==> src/rtl/prog_counter_pkg.sv <==
// Shared constants for the programmable counter-timer: mode encodings and default widths.
package prog_counter_pkg;

  localparam int unsigned DEF_WIDTH      = 8;
  localparam int unsigned DEF_PRESCALE_W = 8;

  localparam logic [1:0] MODE_WRAP    = 2'b00;
  localparam logic [1:0] MODE_SAT     = 2'b01;
  localparam logic [1:0] MODE_ONESHOT = 2'b10;

endpackage

==> src/rtl/prescaler_div.sv <==
// Programmable divider: tick asserts on the enabled cycle where the divider reaches prescale.
module prescaler_div #(
  parameter int unsigned PRESCALE_W = 8
) (
  input  logic                  clk,
  input  logic                  rst_n,
  input  logic                  en,
  input  logic                  clr,
  input  logic [PRESCALE_W-1:0] prescale,
  output logic                  tick
);

  logic [PRESCALE_W-1:0] div_cnt;

  assign tick = en && (div_cnt == prescale);

  // Frozen while en=0; clr has priority and restarts the divide period.
  always_ff @(posedge clk or negedge rst_n) begin
    if (!rst_n) begin
      div_cnt <= '0;
    end else if (clr) begin
      div_cnt <= '0;
    end else if (en) begin
      div_cnt <= tick ? '0 : div_cnt + PRESCALE_W'(1);
    end
  end

endmodule

==> src/rtl/prog_counter_timer.sv <==
// Loadable up/down counter-timer with prescaler, programmable limit, wrap/saturate/one-shot modes.
module prog_counter_timer
  import prog_counter_pkg::*;
#(
  parameter int unsigned WIDTH      = DEF_WIDTH,
  parameter int unsigned PRESCALE_W = DEF_PRESCALE_W
) (
  input  logic                  clk,
  input  logic                  rst_n,
  input  logic                  en,
  input  logic                  load,
  input  logic [WIDTH-1:0]      load_val,
  input  logic                  dir,
  input  logic [1:0]            mode,
  input  logic [WIDTH-1:0]      limit,
  input  logic [PRESCALE_W-1:0] prescale,
  input  logic [WIDTH-1:0]      cmp_val,
  input  logic                  out_en,
  output logic [WIDTH-1:0]      count_out,
  output logic [WIDTH-1:0]      oe,
  output logic                  tc_pulse,
  output logic                  cmp_match,
  output logic                  halted
);

  logic [WIDTH-1:0] count;
  logic [WIDTH-1:0] count_nxt;
  logic [WIDTH-1:0] step_val;
  logic [WIDTH-1:0] bound;
  logic             at_bound;
  logic             tc_nxt;
  logic             halted_nxt;
  logic             tick;
  logic             div_en;

  assign div_en = en && !halted;

  prescaler_div #(
    .PRESCALE_W (PRESCALE_W)
  ) u_prescaler_div (
    .clk      (clk),
    .rst_n    (rst_n),
    .en       (div_en),
    .clr      (load),
    .prescale (prescale),
    .tick     (tick)
  );

  assign step_val = dir ? (count - WIDTH'(1)) : (count + WIDTH'(1));
  assign bound    = dir ? '0 : limit;
  // Up-count uses >= so a load above limit is already treated as terminal.
  assign at_bound = dir ? (count == '0) : (count >= limit);

  // Next count / terminal-count / halt decision: load beats tick beats hold.
  always_comb begin
    count_nxt  = count;
    tc_nxt     = 1'b0;
    halted_nxt = halted;
    if (load) begin
      count_nxt  = load_val;
      halted_nxt = 1'b0;
    end else if (tick) begin
      if (!at_bound) begin
        count_nxt = step_val;
        if (step_val == bound) begin
          tc_nxt = 1'b1;
          if (mode == MODE_ONESHOT) begin
            halted_nxt = 1'b1;
          end
        end
      end else begin
        case (mode)
          MODE_SAT:     count_nxt  = count;
          MODE_ONESHOT: halted_nxt = 1'b1;
          default:      count_nxt  = dir ? limit : '0;
        endcase
      end
    end
  end

  always_ff @(posedge clk or negedge rst_n) begin
    if (!rst_n) begin
      count    <= '0;
      tc_pulse <= 1'b0;
      halted   <= 1'b0;
    end else begin
      count    <= count_nxt;
      tc_pulse <= tc_nxt;
      halted   <= halted_nxt;
    end
  end

  assign count_out = out_en ? count : '0;
  assign oe        = {WIDTH{out_en}};
  assign cmp_match = (count == cmp_val);

endmodule

==> config.mk <==
export PLATFORM = sky130hd
export DESIGN_NAME = prog_counter_timer
export DESIGN_NICKNAME = d
export VERILOG_FILES = /design/src/rtl/prog_counter_pkg.sv /design/src/rtl/prescaler_div.sv /design/src/rtl/prog_counter_timer.sv
export SDC_FILE = /design/constraint.sdc
export NUM_CORES = 1
export LEC_CHECK = 0
export ABC_CLOCK_PERIOD_IN_PS = 2100
export CORE_MARGIN = 2
export CORE_UTILIZATION = 40
export CTS_CLUSTER_SIZE = 30
export DETAILED_ROUTE_END_ITERATION = 8
export PLACE_DENSITY = 0.79
export SLEW_MARGIN = 20
export SYNTH_ARGS = -nofsm -noshare
export SYNTH_HDL_FRONTEND = slang
export SYNTH_SLANG_ARGS = --single-unit
==> constraint.sdc <==
create_clock -name clk -period 2.1 [get_ports clk]
set_input_delay 0.315 -clock clk [delete_from_list [all_inputs] [get_ports clk]]
set_output_delay 0.315 -clock clk [all_outputs]
set_load 0.02 [all_outputs]
## Yosys cells after proc, flatten, opt, wreduce, memory -nomap -nowiden

Cells that the tools add are included.

| cells by class | value |
|---|---|
| add/subtract/negate cells | 3 |
| order comparisons | 1 |
| equality and inequality tests | 6 |
| mux-type cells | 21 |
| reduce and logical (&&, ||, !) cells | 10 |

Operator list:

| cell | number |
|---|---|
| $mux W8 | 11 |
| $eq A8 B8 Y1 | 3 |
| $add A8 B1 Y8 const B | 2 |
| $mux W1 | 10 |
| $ge A8 B8 Y1 | 1 |
| $logic_not A8 Y1 | 1 |
| $sub A8 B1 Y8 const B | 1 |
| $reduce_and A2 Y1 | 2 |
| $reduce_bool A2 Y1 | 2 |
| $ne A3 B3 Y1 const B | 1 |
| $reduce_bool A3 Y1 | 1 |
| $eq A2 B1 Y1 const B | 1 |
| $eq A2 B2 Y1 const B | 1 |
| $logic_and A1 B1 Y1 | 2 |
| $reduce_or A2 Y1 | 1 |
| $logic_not A1 Y1 | 1 |

| storage, ports and cells | value |
|---|---|
| flip-flop bits (word level) | 18 |
| output and inout port bits | 19 |
| word-level logic and storage cells | 45 |

## Depth between registers and ports, before layout

| logic depth | value |
|---|---|
| depth after elaboration | 7 |
| mapped depth | 10 |

## Cells and area by module

From an unflattened synthesis, not the netlist that was laid out.

| unflattened totals | value |
|---|---|
| cell total of the unflattened synthesis | 228 |
| area total of the unflattened synthesis | 1946.9 um^2 |

Modules (own cells, without submodules):

| module | instances | cells an instance | area an instance (um^2) |
|---|---|---|---|
| prog_counter_timer | 1 | 177 | 1426.4 |
| prescaler_div | 1 | 51 | 520.5 |

## Worst setup path before layout

Ideal clock, no wire load.

| path | value |
|---|---|
| kind | reg-to-reg |
| start | register count[1] |
| end | register halted |
| setup time | 0.068 ns |
| arrival time | 2.245 ns |
| data required time | 2.032 ns |
| setup slack | -0.213 ns |
| cell stages (with the launch flop) | 8 |
| path buffers | 0 |
| cells stage by stage | dfrtp_1 ha_1 a211o_2 a221oi_4 xnor3_1 o21bai_1 o41ai_1 a41o_1 |

| between the ends | value |
|---|---|
| word-level cells in the longest chain between the ends | 5 |

Ends and longest elaborated chain:

| element | line | RTL |
|---|---|---|
| start, declared | prog_counter_timer.sv:26 | `logic [WIDTH-1:0] count;` |
| start signal, assigned | prog_counter_timer.sv:87 | `count <= count_nxt;` |
| $add A8 B1 Y8 (tied with other cells) | prog_counter_timer.sv:49 | `assign step_val = dir ? (count - WIDTH'(1)) : (count + WIDTH'(1));` |
| $mux W8 / $mux W1 (equally long branches) | prog_counter_timer.sv:49, prog_counter_timer.sv:52 |  |
| $eq A8 B8 Y1 / $mux W1 (equally long branches) | prog_counter_timer.sv:65, prog_counter_timer.sv:63 |  |
| $reduce_bool A3 Y1 (no source line) / $mux W1 (equally long branches) | n/a |  |
| $reduce_and A2 Y1 (no source line) / $mux W1 (equally long branches) | n/a |  |
| end signal, assigned | prog_counter_timer.sv:89 | `halted <= halted_nxt;` |
| end, declared | prog_counter_timer.sv:23 | `output logic halted` |

Parallel ways exist; a longest one is shown, timed or not. The select of a mux whose other input is x is not followed.
A chain may end at the register's enable or synchronous reset.

## Worst setup path after layout

| path | value |
|---|---|
| start | register count[1] |
| end | register tc_pulse |

| between the ends | value |
|---|---|
| word-level cells in the longest chain between the ends | 7 |

Ends and longest elaborated chain:

| element | line | RTL |
|---|---|---|
| $add A8 B1 Y8 / $sub A8 B1 Y8 (equally long branches) | prog_counter_timer.sv:49 |  |
| $mux W8 | prog_counter_timer.sv:49 |  |
| $eq A8 B8 Y1 | prog_counter_timer.sv:65 | `if (step_val == bound) begin` |
| $mux W1 | prog_counter_timer.sv:65 |  |
| $mux W1 * | prog_counter_timer.sv:63 | `if (!at_bound) begin` |
| $mux W1 * | prog_counter_timer.sv:62 | `end else if (tick) begin` |
| $mux W1 * | prog_counter_timer.sv:59 | `if (load) begin` |
| net tc_nxt | prog_counter_timer.sv:31 | `logic tc_nxt;` |
| end signal, assigned | prog_counter_timer.sv:88 | `tc_pulse <= tc_nxt;` |
| end, declared | prog_counter_timer.sv:21 | `output logic tc_pulse,` |

The timed path passes the listed nets; every way through them passes the cells marked *.

==> metrics.md <==
| Metric | Value |
|---|---|
| Die ar. | `approximately 5600 sq um` |
| Post-synth top area cell | `dfrtp_1` |
| Vias per Instance | `5.232` |
| Register area share after synthesis | `about 22%` |
| Setup violations, final | `10` |
| Area growth from synthesis to layout | `55.98%` |
| All-layer global routing usage | `a little under a quarter` |
| Critical path arrival | `2.54 ns` |
| Largest net degree at the start of global routing | `19` |
| First-pass GRT wire length | `roughly 10000 microns` |
| Slew Viols, Final | `0` |
| Critical Path End Type | `flip-flop` |
| Number of synthesized flops with an enable pin | `0` |
| Async S/R FF share, synth | `100.0%` |
| Fmax | `roughly 420 MHz` |
| Synthesized instance count | `~220` |
| Cell variety after synth | `52` |
| Fin crit period | `roughly 2.4 ns` |
| WS Path Type | `reg -> reg` |
| Post-Syn Area | `between 2000 and 2500 sq um` |
| Internal Power | `about 0.0015 W` |
| Synth area leaders | `dfrtp_1 (22%), xnor2_1 (12%), ha_1 (10%)` |
| Combinational power share | `slightly above 70%` |
| Power density over cell area | `787.8 nW/um^2` |
| Final cell utilization of the core | `about 65%` |
| Hold Path Class | `in -> async` |
| WL final | `around 6000 microns` |
| Grt met1 use | `between 20 and 30%` |
| FP Rows | `25` |
| Antenna cells | `0` |
| Root buffer cell | `clkbuf_8` |
| MaxCap Viol Count | `0` |
| VDD IR max | `489.9 uV` |
| Remaining Overflow, GRT | `0` |
| Core area | `around 4800 sq um` |
| Setup Skew | `about 0.0035 ns` |
| Rel. slew slack | `73.78%` |
| Failing checks | `setup timing` |
| Clock Sinks | `18` |
| Yosys reg bits | `18` |
| Leak | `about 1.4 nW` |
| CTS tree | `built` |
| H-tree Lvls | `1` |
| Longest Clk Path Bufs | `2` |
| Num CTS Buffers | `3` |
| Final Hold Fails | `0` |
| Post-DP HPWL | `just under 5000 microns` |
| Total number of yosys warnings | `0` |
| Switching part of the total power | `roughly two fifths` |
| Highest-count cells in the layout ignoring fill and taps | `clkdlybuf4s50_1 (56), buf_4 (53), xnor2_1 (28), nor2_1 (14), dfrtp_1 (14)` |
| GPL Wtd Cong | `slightly below 0.9` |
| Critical path launch point type | `flip-flop` |
| Commonest non-fill, non-tap cell in the layout | `clkdlybuf4s50_1` |
| Sw Pwr | `roughly 0.001 W` |
| Initial Utilization | `about two fifths` |
| WL per Instance | `15.63 microns` |
| Sequential Power Share | `20.0%` |
| Synth Flop Type | `dfrtp_1` |
| Buf/Inv on CP | `0` |
| Worst setup margin | `-0.2544 ns` |
| Worst Hold Margin | `slightly below 0.4 ns` |
| DRT antenna net count | `0` |
| Most used routing layer | `met2` |
| Period utilisation layout | `112.1%` |
| Initial antenna violation count | `0` |
| Number of I/O port buffers | `58` |
| Clock power share | `approximately a tenth` |
| Die height | `74.88 microns` |
| Setup Buffers After CTS | `0` |
| Critical Path Slowest Stage Cell | `dfrtp_1` |
| Vias | `between 2000 and 2500` |
| Worst Path Max Fanout | `3` |
| Vias in the first global route | `a little over 2000` |
| Drt pass-1 iters | `4` |
| Met2 global-route usage | `41.62%` |
| Syn Nets | `280` |
| Die width | `approximately 75 microns` |
| # fillers | `approximately 400` |
| I/O pin total | `59` |
| Crit-path cells | `ha_1 > a211o_2 > a221oi_4 > xnor3_1 > o21bai_4 > nor4_2 > and4_1` |
| Worst-Skew Late Latency | `0.25 ns` |
| Slowest stage delay, CP | `~0.41 ns` |
| Worst-path clk slew | `around 0.07 ns` |
| Synth top area share | `around 22%` |
| GR Util met3 | `4.016%` |
| Required time of the critical path | `about 2.3 ns` |
| Outcome | `finished with violations` |
| Fin nets | `approximately 380` |
| Worst slew pin tran | `around 0.4 ns` |
| Share of cells above drive strength 1 | `around 28%` |
| Syn Area/Cell | `about 9 sq um` |
| CP top delay family | `compound AO/OA/AOI/OAI gates` |
| DR iter-0 viols | `147` |
| RSZ-0062 raised after global routing | `yes` |
| Worst reg2reg setup slack | `-0.25 ns` |
| DR DRC count | `0` |
[state kept, by name (all words and copies together) (netlist names)]
register / count
count: 8
u_prescaler_div.div_cnt: 8
halted: 1
tc_pulse: 1
[through the flow]
step	instances	area [sq um]	setup TNS (ns)	setup slack (ns)	total power [W]
2_1_floorplan	223	2018	-0.8866	-0.1327	0.001401
3_3_place_gp	389	2985	-6.281	-0.7024	0.002008
3_5_place_dp	389	2985	-6.720	-0.7524	0.002061
4_1_cts	392	3103	-1.600	-0.1907	0.002420
5_1_grt	392	3134	-2.517	-0.3304	0.002636
6_report	392	3134	-2.084	-0.2544	0.002469
[path summary, 6_finish.rpt]
| kind | startpoint | end | depth (start not counted) |
|---|---|---|---|
| max | count[1]$_DFFE_PN0P_ | tc_pulse$_DFF_PN0_ | 7 |
| max reg2reg | count[1]$_DFFE_PN0P_ | tc_pulse$_DFF_PN0_ | 7 |
| max in group asynchronous | rst_n | count[6]$_DFFE_PN0P_ | 2 |
| min in group clk | u_prescaler_div.div_cnt[7]$_DFFE_PN0P_ | u_prescaler_div.div_cnt[7]$_DFFE_PN0P_ | 2 |
| min | rst_n | u_prescaler_div.div_cnt[7]$_DFFE_PN0P_ | 2 |
| min reg2reg | u_prescaler_div.div_cnt[7]$_DFFE_PN0P_ | u_prescaler_div.div_cnt[7]$_DFFE_PN0P_ | 2 |
[power by group through the flow]
stage,Clock (W),Combinational (W),Sequential [W]
floorplan,0,0.000928,0.000473
global placement,0,0.00153,0.000481
detailed placement,0,0.00158,0.000483
CTS,0.000241,0.00169,0.000485
global route,0.000257,0.00188,0.000498
finish,0.000238,0.00174,0.000494
[final cells by class]
| cell class | instances | area, sq um | share of cell area, % |
|---|---|---|---|
| multi-input cells | 179 | 1515 | 48.34 |
| well taps | 67 | 83.83 | 2.675 |
| repair buffers | 112 | 989.7 | 31.58 |
| clock buffers | 3 | 41.29 | 1.317 |
| flip-flops and latches | 18 | 455.4 | 14.53 |
| inverters | 13 | 48.80 | 1.557 |
[synth_stat cells (2+ instances only)]
library cell  number
ha_1              16
o22ai_1            2
o21bai_1           2
nor2_1            14
buf_6              3
buf_4              8
a2bb2oi_1          4
xnor2_1           28
a21oi_1           10
or2_1              2
dfrtp_1           18
nor2b_1            6
and2_1             7
mux2_4             7
o21ai_0            9
nand2_1           10
nand3_1            6
xor2_1             8
nand4_1            4
nand2b_1           3
and3_1             3
nor4_1             2
clkbuf_1           2
o211ai_1           4
nor3_1             2
a211oi_1           3
o211a_1            3
mux2i_1            2
inv_1             12
[per-layer routing]
layer  routed length (microns)  vias up
met5                         0        -
li1                          -      997
met1                      2524      958
met4                        72        0
met3                       417        9
met2                      3112       87
[what timing repair did]
item,CTS,global route
hold buffers,0,0
gates cloned,0,0
pin swaps,6,5
setup endpoints to repair,11,10
resized for setup,19,6
[cells by family after synthesis]
group           after synthesis  synth area share, %
xor+xnor                     37                16.81
fa+ha+maj                    17                10.96
simple gates                 67                18.06
mux                           9                6.227
flops                        18                22.42
compound gates               49                18.06
buf+inv                      26                7.472
[worst register-to-register path: stages (launching register included)]
cell      delay (ns)
dfrtp_1         0.41
ha_1            0.28
a211o_2         0.33
a221oi_4        0.28
xnor3_1         0.27
o21bai_4        0.19
nor4_2          0.29
and4_1          0.24
No activity file was read; power rests on OpenSTA's default activity.
